File: src/rtl/cpu_run_ctrl.sv
// cpu_run_ctrl: run/pause/step/halt sequencer gating PC_EN and keeping execution counters
module cpu_run_ctrl (
  input  logic        CLK,
  input  logic        RST,
  input  logic        GO,
  input  logic        STEP,
  input  logic        SysCALL,
  input  logic        V0_IS_10,
  input  logic        BranchTaken,
  input  logic        JumpAny,
  output logic        PC_EN,
  output logic        HALTED,
  output logic [2:0]  STATE,
  output logic [31:0] INSTR_CNT,
  output logic [15:0] BR_CNT,
  output logic [15:0] J_CNT
);
  typedef enum logic [2:0] {
    S_IDLE  = 3'd0,
    S_RUN   = 3'd1,
    S_PAUSE = 3'd2,
    S_STEP  = 3'd3,
    S_HALT  = 3'd4
  } state_t;
  state_t state, nxt;
  logic go_q, step_q;
  logic go_rise, step_rise, exit_req, commit;
  assign go_rise   = GO & ~go_q;
  assign step_rise = STEP & ~step_q;
  assign exit_req  = SysCALL & V0_IS_10;
  assign commit    = (state == S_RUN) | (state == S_STEP);
  assign PC_EN     = commit & ~exit_req;
  assign HALTED    = state == S_HALT;
  assign STATE     = state;
  // next state: go beats step, exit halts only while an instruction executes, HALT is sticky
  always_comb begin
    nxt = state;
    case (state)
      S_IDLE, S_PAUSE: nxt = go_rise ? S_RUN : step_rise ? S_STEP : state;
      S_RUN:           nxt = exit_req ? S_HALT : go_rise ? S_PAUSE : S_RUN;
      S_STEP:          nxt = exit_req ? S_HALT : S_PAUSE;
      default:         nxt = S_HALT;
    endcase
  end
  // state, button history (reset high so held buttons do not fire) and counters
  always_ff @(posedge CLK or posedge RST) begin
    if (RST) begin
      state     <= S_IDLE;
      go_q      <= 1'b1;
      step_q    <= 1'b1;
      INSTR_CNT <= '0;
      BR_CNT    <= '0;
      J_CNT     <= '0;
    end else begin
      state  <= nxt;
      go_q   <= GO;
      step_q <= STEP;
      if (commit) INSTR_CNT <= INSTR_CNT + 32'd1;
      if (PC_EN && BranchTaken) BR_CNT <= BR_CNT + 16'd1;
      if (PC_EN && JumpAny) J_CNT <= J_CNT + 16'd1;
    end
  end
endmodule
File: config.mk
export PLATFORM = sky130hd
export DESIGN_NAME = cpu_run_ctrl
export DESIGN_NICKNAME = d
export VERILOG_FILES = /design/src/rtl/cpu_run_ctrl.sv
export SDC_FILE = /design/constraint.sdc
export NUM_CORES = 1
export LEC_CHECK = 0
export ABC_CLOCK_PERIOD_IN_PS = 3450
export BUFFER_PORTS_ARGS = -buffer_cell sky130_fd_sc_hd__buf_4
export CORE_ASPECT_RATIO = 1.2
export CORE_UTILIZATION = 44
export CTS_CLUSTER_DIAMETER = 150
export DETAILED_ROUTE_END_ITERATION = 8
export PLACE_DENSITY = 0.7
export SETUP_SLACK_MARGIN = 0.05
export SLEW_MARGIN = 20
export SYNTH_ARGS = -nofsm -noshare
export SYNTH_HDL_FRONTEND = slang
export SYNTH_SLANG_ARGS = --single-unit
File: constraint.sdc
create_clock -name CLK -period 3.45 [get_ports CLK]
set_clock_uncertainty 0.2 [all_clocks]
set_input_delay 0.69 -clock CLK [delete_from_list [all_inputs] [get_ports CLK]]
set_output_delay 0.69 -clock CLK [all_outputs]
set_load 0.005 [all_outputs]
==> flow_summary.yaml <==
critical_path:
  cpLargestDelayFamily: "simple AND/OR/NAND/NOR gates"
  crit_required_ns: 2.56
  r2r-end: "INSTR_CNT[27]"
  timing.rr.start: "STATE[2]"
  cp-end-kind: "output port"
  critical_path_class: "reg -> out"
  reg2reg_setup_slack_ns: 1.15
  arrival_ns: 1.53
  startpoint_type: "flip-flop"
  r2r_cells: 4
  crit_buf_inv: 1
  cp_max_fo: 8
  path_cells: "nand2b_1, nor2_1, buf_4"
  critPathSlowestCell: "dfrtp_1"
  slowest_delay_ns: 0.46
logic_synthesis:
  yosys.area_share.adder_pct: 1.19
  yosys.cell_types.count: 33
  yosys.area.top_type: "dfrtp_1"
  async_reset_ff_share_pct: 100
  synth.top_cells.by_area: "dfrtp_1, xnor2_1, nand4_1"
  yosys.area.top_type_share_pct: 53.1
  synthSimpleGateAreaFrac_pct: 23.9
  synth_edf_count: 0
  ys_ff_latch: 69
  ys_seq_area_share_pct: 54.8
  synth.yosys.warnings: 0
  synth_compound_area_share_pct: 1.03
  synth_top_family_by_area: "simple AND/OR/NAND/NOR gates"
  syn_avg_cell_area_um2: 11.5
  synth_xor_area_share_pct: 16.9
  ys.flop_type: "dfrtp_1"
  synthCells: 274
  netlist_area_mm2: 0.00316
  muxShareOfSynthArea_pct: 0.713
  syn_nets: 285
global_route:
  grt_usage_pct: 18.5
  antenna_found_initial: 0
  grt_max_degree: 41
  grt_pass1_vias: 2239
  gr-total-overflow: 0
  grt_pass1_wl_um: 10700
timing:
  drv_slew: 0
  finalCriticalPeriod_ns: 2.42
  setup_tns_ns: 0
  timing.final.crit_share_pct: 70.2
  relSlewSlack_pct: 43.1
  finalHoldWorstSlack_ns: 0.247
  hold_viol: 0
  fmax_mhz: 413
  setup_viol: 0
  rsz0062_at_grt: "no"
  worst_slew_pin_slew_ns: 0.849
placement:
  place_inst: 432
  dp.final_hpwl_um: 4560
  place.gp.congestion: 0.773
  io_buffers: 76
clock_network:
  post_cts_buffers: 0
  htree_levels: 3
  post_cts_resized: 0
  cts_root_buf: "clkbuf_8"
  numCtsBuffers: 9
  cts_sinks: 69
  clockBufferDepth: 2
  clk_latency_ns: 0.34
  cts_tree: "built"
  hold_buffers: 0
  clk_pin_slew_ns: 0.07
die:
  row_count: 33
  start_util_pct: 45.8
  core-area_mm2: 0.00690
  die_y_um: 94.8
  pin_count: 77
  die_w_um: 79.3
  die_area_mm2: 0.00752
power:
  p_seq_share_pct: 47.1
  ir_worst_vdd_uv: 357
  comb_power_share_pct: 13.6
  p_sw_share_pct: 24.8
  power_mw: 2.06
  power.density_mw_per_mm2: 507
  switchingPower_mw: 0.511
  p_clk_share_pct: 39.3
  leakagePower_nw: 1.94
  intPower_mw: 1.55
detailed_routing:
  ant_nets: 0
  vias: 2325
  drt-vias-per-instance: 5.20
  wl_um: 6370
  drtPass1Iterations: 4
  remaining_drc_errors: 0
  drtIter0Drc: 62
  wl_per_cell_um: 14.3
run_status:
  status: "complete, no violations"
finish:
  fill_cells: 597
  mostFrequentLayoutCell: "buf_4"
  fin_util_pct: 59.1
  antenna_cells: 0
  drive_above_1_share_pct: 29.7
  final_nets: 367
  area_growth_pct: 29.0
  stdcell_count: 447
  final_cell_mix: "buf_4, dfrtp_1, xnor2_1"
min_path:
  hp-class: "in -> async"
job:
  cap_violations: 0
worst register-to-register path: stages (launching register included):
cell      delay [ns]
dfrtp_1         0.46
nand2b_1        0.36
nor3_2          0.77
nand4_1         0.22
xnor2_1         0.18
per-layer routing:
metal | share of wire [%] | global-route usage, %
met2 | 50 | 30.4
met4 | 0.58 | 6.21
met3 | 5.6 | 5.80
met1 | 43 | 22.9
met5 | 0 | 0
synth_stat cells (3+ instances only):
library cell / count
and2_1: 5
nor2_1: 9
nand4_1: 29
nand3_1: 18
and4_1: 6
and3_1: 8
xor2_1: 13
or2_2: 3
nand2b_1: 3
ha_1: 3
buf_2: 4
dfrtp_1: 67
xnor2_1: 48
nor3_1: 7
inv_1: 4
nor2b_1: 3
nand2_1: 22
nor4_4: 3
state kept, by name (all words and copies together) (netlist names):
signal and flops:
go_q 1, INSTR_CNT 32, STATE 3, step_q 1, J_CNT 16, BR_CNT 16
cell type report:
cell class | count | area (um^2) | area share (%)
multi-input combinational | 195 | 1380 | 33.9
tap | 87 | 109 | 2.67
inverter | 4 | 15.0 | 0.369
sequential | 69 | 1730 | 42.5
clock inverter | 4 | 95.1 | 2.33
clock buffer | 11 | 151 | 3.72
timing repair buffer | 77 | 591 | 14.5
power groups by stage:
stage / registers, mW / clock network, mW / logic (mW)
5_1_grt: 0.990 / 0.859 / 0.316
2_1_floorplan: 0.973 / 0 / 0.137
6_report: 0.973 / 0.810 / 0.281
3_3_place_gp: 0.984 / 0 / 0.281
4_1_cts: 0.974 / 0.828 / 0.287
3_5_place_dp: 0.988 / 0 / 0.285
per-stage QoR:
| step | setup WS [ns] | area [um^2] |
|---|---|---|
| 6_report | 1.03 | 4070 |
| 5_1_grt | 0.923 | 4070 |
| 4_1_cts | 0.988 | 4070 |
| 3_5_place_dp | 1.15 | 3830 |
| 3_3_place_gp | 1.20 | 3830 |
| 2_1_floorplan | 0.823 | 3160 |
how the worst max path moves through the flow:
stage               slack (ns)             to  depth (start not counted)     start
floorplan                 0.82      BR_CNT[0]                          1       RST
global placement          1.20          PC_EN                          4   SysCALL
detailed placement        1.15  INSTR_CNT[27]                          4  STATE[2]
CTS                       0.99          PC_EN                          3  STATE[2]
global route              0.92          PC_EN                          3  STATE[0]
finish                    1.03          PC_EN                          3  STATE[2]
cells by family after synthesis:
family / count (synthesis)
AO/OA/AOI/OAI: 5
XOR/XNOR: 61
adder cells (fa/ha/maj): 3
buffers and inverters: 10
flip-flops: 69
multiplexers: 2
AND/OR/NAND/NOR: 124
No activity file was read; power rests on OpenSTA's default activity.
